### config.mk
export PLATFORM = sky130hd
export DESIGN_NAME = binary_morph_nxn
export DESIGN_NICKNAME = d
export VERILOG_FILES = /design/src/rtl/binary_morph_nxn.sv
export SDC_FILE = /design/constraint.sdc
export NUM_CORES = 2
export LEC_CHECK = 0
export CORE_MARGIN = 1
export CORE_UTILIZATION = 54
export CTS_CLUSTER_SIZE = 28
export DETAILED_ROUTE_END_ITERATION = 7
export MAX_ROUTING_LAYER = met4
export PLACE_DENSITY = 0.69
export SYNTH_ARGS = -nofsm -noshare
export SYNTH_HDL_FRONTEND = slang
export SYNTH_SLANG_ARGS = --single-unit
### constraint.sdc
create_clock -name clk -period 6.1 [get_ports clk]
set_input_delay 1.22 -clock clk [delete_from_list [all_inputs] [get_ports clk]]
set_output_delay 1.22 -clock clk [all_outputs]
set_load 0.02 [all_outputs]
### src/rtl/binary_morph_nxn.sv
// binary_morph_nxn: streaming KSIZE x KSIZE binary erosion/dilation with line buffers.
// Optional foreground pixel counter enabled by defining MORPH_CNT_EN.
module binary_morph_nxn #(
  parameter int IMG_WIDTH  = 640,
  parameter int IMG_HEIGHT = 480,
  parameter int KSIZE      = 3,
  parameter int CNT_W      = 20
) (
  input  logic clk,
  input  logic rst_n,
  input  logic mode,
  input  logic per_frame_vsync,
  input  logic per_frame_href,
  input  logic per_frame_clken,
  input  logic per_img_Bit,
  output logic post_frame_vsync,
  output logic post_frame_href,
  output logic post_frame_clken,
  output logic post_img_Bit
`ifdef MORPH_CNT_EN
  ,
  output logic [CNT_W-1:0] post_fg_count
`endif
);

  localparam int R  = (KSIZE - 1) / 2;
  localparam int CW = $clog2(IMG_WIDTH);
  localparam int RW = $clog2(IMG_HEIGHT);

  logic acc, vs_rise, hr_fall, pad;
  logic vs_q, hr_q, mode_q;
  logic [CW-1:0] col_q, col_d;
  logic [RW-1:0] row_q, row_d;

  logic [IMG_WIDTH-1:0] lb_q [KSIZE-1];
  logic [KSIZE-2:0]     win_q [KSIZE];
  logic [KSIZE-1:0]     vcol;
  logic [KSIZE-1:0]     red_d, red_q;
  logic                 val_d, val_q, md1_q;
  logic                 bit_q;
  logic                 vs_d1, hr_d1, ce_d1;
  logic                 vs_d2, hr_d2, ce_d2;

  assign acc     = per_frame_clken & per_frame_href;
  assign vs_rise = per_frame_vsync & ~vs_q;
  assign hr_fall = hr_q & ~per_frame_href;
  assign pad     = ~mode_q;

  // Next column/row position; both saturate on over-run
  always_comb begin
    col_d = col_q;
    row_d = row_q;
    if (acc && col_q != CW'(IMG_WIDTH - 1))
      col_d = col_q + 1'b1;
    if (hr_fall)
      col_d = '0;
    if (hr_fall && row_q != RW'(IMG_HEIGHT - 1))
      row_d = row_q + 1'b1;
    if (vs_rise)
      row_d = '0;
  end

  // Sync edge history, per-frame mode latch and position counters
  always_ff @(posedge clk or negedge rst_n) begin
    if (!rst_n) begin
      vs_q   <= 1'b0;
      hr_q   <= 1'b0;
      mode_q <= 1'b0;
      col_q  <= '0;
      row_q  <= '0;
    end else begin
      vs_q  <= per_frame_vsync;
      hr_q  <= per_frame_href;
      if (vs_rise)
        mode_q <= mode;
      col_q <= col_d;
      row_q <= row_d;
    end
  end

  // Newest window column; rows above the image (or stale frames) read as pad
  always_comb begin
    vcol    = '0;
    vcol[0] = per_img_Bit;
    for (int k = 1; k < KSIZE; k++)
      vcol[k] = (int'(row_q) < k) ? pad : lb_q[k-1][col_q];
  end

  // Row-wise reduction over the full window; taps left of col 0 are skipped
  always_comb begin
    red_d = '0;
    for (int k = 0; k < KSIZE; k++) begin
      red_d[k] = vcol[k];
      for (int j = 1; j < KSIZE; j++)
        if (int'(col_q) >= j)
          red_d[k] = mode_q ? (red_d[k] | win_q[k][j-1])
                            : (red_d[k] & win_q[k][j-1]);
    end
  end

  assign val_d = acc & (int'(row_q) >= R) & (int'(col_q) >= R);

  // Line buffers and window shift on each accepted pixel
  always_ff @(posedge clk or negedge rst_n) begin
    if (!rst_n) begin
      for (int k = 0; k < KSIZE - 1; k++)
        lb_q[k] <= '0;
      for (int k = 0; k < KSIZE; k++)
        win_q[k] <= '0;
    end else if (acc) begin
      lb_q[0][col_q] <= per_img_Bit;
      for (int k = 1; k < KSIZE - 1; k++)
        lb_q[k][col_q] <= lb_q[k-1][col_q];
      for (int k = 0; k < KSIZE; k++)
        win_q[k] <= {win_q[k][KSIZE-3:0], vcol[k]};
    end
  end

  // Two-stage reduction pipeline with matching sync delay
  always_ff @(posedge clk or negedge rst_n) begin
    if (!rst_n) begin
      red_q <= '0;
      val_q <= 1'b0;
      md1_q <= 1'b0;
      bit_q <= 1'b0;
      vs_d1 <= 1'b0;
      hr_d1 <= 1'b0;
      ce_d1 <= 1'b0;
      vs_d2 <= 1'b0;
      hr_d2 <= 1'b0;
      ce_d2 <= 1'b0;
    end else begin
      red_q <= red_d;
      val_q <= val_d;
      md1_q <= mode_q;
      bit_q <= val_q & (md1_q ? |red_q : &red_q);
      vs_d1 <= per_frame_vsync;
      hr_d1 <= per_frame_href;
      ce_d1 <= per_frame_clken;
      vs_d2 <= vs_d1;
      hr_d2 <= hr_d1;
      ce_d2 <= ce_d1;
    end
  end

  assign post_frame_vsync = vs_d2;
  assign post_frame_href  = hr_d2;
  assign post_frame_clken = ce_d2;
  assign post_img_Bit     = bit_q;

`ifdef MORPH_CNT_EN
  logic [CNT_W-1:0] cnt_q, fg_q;
  logic             pvs_q;

  // Count foreground outputs; publish and clear at end of output frame
  always_ff @(posedge clk or negedge rst_n) begin
    if (!rst_n) begin
      cnt_q <= '0;
      fg_q  <= '0;
      pvs_q <= 1'b0;
    end else begin
      pvs_q <= vs_d2;
      if (pvs_q && !vs_d2) begin
        fg_q  <= cnt_q;
        cnt_q <= '0;
      end else if (bit_q && cnt_q != '1) begin
        cnt_q <= cnt_q + 1'b1;
      end
    end
  end

  assign post_fg_count = fg_q;
`endif

endmodule

# After elaboration in Yosys (flattened, before gate mapping)
# Cells that the tools add are included.
# Widths: inputs -> output; s select.
# word_totals
regBits	1318
in_bits	7
wordCells	84
out_inout_bits	4
# op_classes
add_sub_neg	2
n_mux	27
n_bitwise	21
n_lt_le_gt_ge	7
n_reduce_logical	7
eq_ne	2
# ops
operator	count
$bwmux 640	2
$bmux 1 s10	2
$ge 10x1->1 const B	2
$mux 10	2
$mux 1	18
$mux 9	2
$and 1x1->1	12
$lt 10x11->1 const B	1
$add 10x1->10 const B	1
$demux 1 s10	1
$ge 10x2->1 const B	1
$ne 10x10->1 const B	1
$add 9x1->9 const B	1
$ge 9x1->1 const B	1
$lt 9x1->1 const B	1
$lt 9x2->1 const B	1
$ne 9x9->1 const B	1
$or 1x1->1	6
$reduce_bool 2->1	2
$logic_and 1x1->1	3
$not 1->1	3
$reduce_and 3->1	1
$reduce_or 3->1	1

# Longest topological paths before layout
# logic_depth
depth_word	9
ltp_mapped	17
ltp_nobuf	8

# Least setup slack after synthesis
# No wires, ideal clock.
# synth_path
path_kind	register -> register
from	register col_q[0]
to	register lb_q[878] in the netlist's numbering
path_slack_ns	2.759
t_required_ns	5.975
t_arrival_ns	3.216
stages_incl_launch_ff	17
cell_sequence	dfrtp_1 buf_6 buf_8 buf_6 buf_12 buf_12 buf_12 buf_6 buf_6 buf_6 inv_1 ha_1 nand2_1 nor2_1 clkbuf_1 nand2_1 mux2_2
# synth_via
elab_chain_len	5
elab_cells_between_ends	6
# synth_lines
item	line	rtl
from (decl)	32	logic [CW-1:0] col_q, col_d;
from (signal assigned)	76	col_q <= col_d;
$lt 10x11->1 (not written as such) / $ge 10x1->1 (equally long branches)	111	lb_q[0][col_q] <= per_img_Bit;
$logic_and 1x1->1 (not written as such)	111	
$mux 1 (not written as such)	111	
$demux 1 s10 (*)	111	
$bwmux 640 (*)	111	
to (signal, indexed assignment)	111	
to (signal, indexed assignment)	113	lb_q[k][col_q] <= lb_q[k-1][col_q];
to (decl)	35	logic [IMG_WIDTH-1:0] lb_q [KSIZE-1];
# Every way passes the cells marked *; elsewhere a longest branch is shown, timed or not.
# A chain may end at the register's enable or synchronous reset.

# Worst setup path after layout
# layout_path
from	register col_q[3]
to	register lb_q[8] in the netlist's numbering
# layout_via
elab_chain_len	5
elab_cells_between_ends	8
# layout_lines
item	line
parallel branches: the longest is 4 deep, another holds $bmux 1 s10	-
$bwmux 640 (*)	113
# Every way passes the cells marked *. The select of a mux whose other input is x is not followed.

==> impl_metrics.json <==
{
  "outcome": "finished clean",
  "critical_path_required_ns": 6.73,
  "rsz0062_at_grt": "false",
  "final_util": 0.606,
  "dpl-instance-area_um2": 63400,
  "finalCriticalPeriod_ns": 5.34,
  "end_kind": "flip-flop",
  "track_usage": 0.352,
  "slowest_stage": "dfrtp_2",
  "die_h_um": 339,
  "synth-compound-area-share": 0.0826,
  "slew-limit-headroom": 0.131,
  "grt_pass1_wl_um": 292000,
  "start_kind": "flip-flop",
  "place.gp.congestion": 0.919,
  "via_per_inst": 6.40,
  "clkTransAtPathRegs_ns": 0.06,
  "ctsRootBufferMaster": "clkbuf_16",
  "layout_common_cells": "dfrtp_1 (1313), nand2_1 (1093), mux2_2 (702), o21ai_0 (495), mux2i_1 (432)",
  "fin_area_um2": 68200,
  "synth_xor_area_frac": 0.00214,
  "first_pass_iters": 5,
  "netlist_area_um2": 61200,
  "yosys.area.top_type": "dfrtp_1",
  "detail-route-antenna-nets": 0,
  "hold_path_class": "reg -> reg",
  "layout-drive-gt1-share": 0.231,
  "num_rows": 123,
  "finalCritPeriodShare": 0.875,
  "synth_flop_cell": "dfrtp_1",
  "drv_cap": 0,
  "core_area_um2": 112000,
  "fmaxAchievable_mhz": 187,
  "nets": 5417,
  "antenna_found_initial": 7,
  "initial_utilization": 0.544,
  "netlist.area_leader.share": 0.538,
  "whs_ns": 0.351,
  "critical_path_class": "reg -> reg",
  "grt_pass1_vias": 44004,
  "io_buffers": 10,
  "htreeDepth": 4,
  "slew_viol_final": 0,
  "p_leak_nw": 30.6,
  "yosysSeqAreaShare": 0.538,
  "cts.sinks": 1318,
  "power_density_nw_per_um2": 306,
  "slowest_delay_ns": 0.89,
  "drt-initial-drc-count": 5096,
  "drt_wl_total_um": 195000,
  "finClkSkew_ns": 0.0306,
  "cts_tree": "done",
  "async_reset_ff_frac": 1.00,
  "dp_hpwl_um": 121000,
  "cp_max_fo": 87,
  "wl_per_cell_um": 27.7,
  "pin_count": 11,
  "synth_top_family_by_area": "multiplexers",
  "cts_buffers": 140,
  "synthAdderAreaFrac": 0.00143,
  "cts_hold_buf": 0,
  "tightest_slew_ns": 1.30,
  "cts_resized": 0,
  "setup_viol": 0,
  "synth_fp_nets": 5473,
  "ir_worst_vdd_mv": 0.284,
  "synth_cell_types": 69,
  "cp_num_buf_inv": 4,
  "synth_seq_cells": 1318,
  "critical_path_arrival_ns": 5.97,
  "cts_setup_buffers": 0,
  "clk-insertion-delay-late_ns": 0.78,
  "syn2layout_area_growth_pct": 11.4,
  "synth_edf_count": 0,
  "die_x_um": 339,
  "path_delay_family": "buffers and inverters",
  "vias": 44934,
  "ff_latch_area_um2": 33000,
  "synthCells": 5459,
  "synthSimpleGateAreaFrac": 0.105,
  "overflow": 0,
  "clockBufferDepth": 3,
  "muxShareOfSynthArea": 0.238,
  "path_cells": "buf_4 > or4_2 > buf_4 > o22ai_1 > or4_1 > a221oi_1 > a221o_1 > a21oi_4 > nor2_4 > buf_12 > buf_12 > o21ai_0",
  "hold_viol_final": 0,
  "dieArea_um2": 115000,
  "fill_cells": 8873,
  "yosysWarningCount": 0,
  "post_synth.cell_area_avg_um2": 11.2,
  "total_power_w": 0.0209,
  "drc": 0,
  "synthTopCellsByArea": "dfrtp_1 (54%), mux2_2 (13%), mux2i_1 (7.1%)",
  "fin_tns_setup_ns": 0,
  "grt_max_degree": 184,
  "layout_commonest_cell": "dfrtp_1",
  "multi_input_comb_area_um2": 26600
}
[routing by layer]
metal / part of all wire / vias up / track usage
met3: 0.10 / 522 / 0.0778
met5: 0 / - / -
li1: - / 19217 / -
met1: 0.40 / 22871 / 0.479
met2: 0.44 / 2324 / 0.505
met4: 0.049 / 0 / 0.159
[final timing paths]
| kind | from | endpoint | slack, ns | depth (start not counted) |
|---|---|---|---|---|
| max | col_q[3]$_DFFE_PN0P_ | lb_q[8]$_DFFE_PN0P_ | 0.76 | 12 |
| min | ce_d1$_DFF_PN0_ | post_frame_clken$_DFF_PN0_ | 0.35 | 0 |
| max reg2reg | col_q[3]$_DFFE_PN0P_ | lb_q[8]$_DFFE_PN0P_ | 0.76 | 12 |
| min reg2reg | ce_d1$_DFF_PN0_ | post_frame_clken$_DFF_PN0_ | 0.35 | 0 |
| max in group asynchronous | rst_n | lb_q[390]$_DFFE_PN0P_ | 4.07 | 2 |
| min in group asynchronous | rst_n | lb_q[662]$_DFFE_PN0P_ | 0.37 | 1 |
[worst register-to-register path: cells and delay by family, from the launching register on]
kind            cells  cell delay, ns
buf+inv             4            1.59
simple gates        3            1.40
compound gates      5            1.31
flops               1            0.89
[cell usage after synthesis, types with 4 or more instances]
master        n
a31oi_1      10
ha_1          7
nor2_1      309
xor2_1       10
o22ai_1     193
and3_1        9
mux2_2      702
o2111ai_1     4
a311oi_1      4
xnor2_1       5
nand2_1    1093
nor2b_1       8
nor3b_1       4
a22oi_1      30
nand3b_1      4
buf_12        4
nor4_1       43
buf_4        51
dfrtp_1    1318
nand2b_1      5
buf_1         6
mux2i_1     432
o21ai_1       7
buf_6        14
nand4_1      16
nor3_1       19
a22o_1        6
or4b_1        4
or3_1         6
a21oi_1     120
buf_2        91
mux4_2      105
clkbuf_1    217
nand3_1      26
nand4bb_1     6
nand4b_1      6
inv_1         7
and2_1        8
a211oi_1     11
o21ai_0     495
[report_power, final]
part	internal (W)	switching [W]
sequential	0.00881	0.000133
combinational	0.000824	0.00213
clock	0.00529	0.00367
total	0.0149	0.00593
[registers in the layout, indices dropped and copies added, names as in the netlist, 3 cells and up]
signal  count
row_q       9
col_q      10
win_q       6
lb_q     1280
red_q       3
[final cells by class]
type / count / area share
sequential: 1318 / 0.484
antenna: 4 / 0.000147
tap: 1500 / 0.0275
clock inverter: 45 / 0.00955
clock buffer: 214 / 0.0616
timing repair buffer: 188 / 0.0278
multi-input combinational: 3747 / 0.389
inverter: 8 / 0.000440
[stage by stage]
stage          setup slack (ns)  cells
2_1_floorplan              2.76   5459
3_3_place_gp               1.07   6761
3_5_place_dp               1.05   6761
4_1_cts                    1.03   7020
5_1_grt                   0.834   7023
6_report                  0.763   7024
[cells by family after synthesis]
family | count (synthesis)
DFF | 1318
xor gates and xnor gates | 15
muxes | 1239
buffers and inverters | 394
AOI/OAI and AO/OA | 907
and+or+nand+nor | 1579
adders and majority gates | 7
Power figures use the tool's default switching activity.
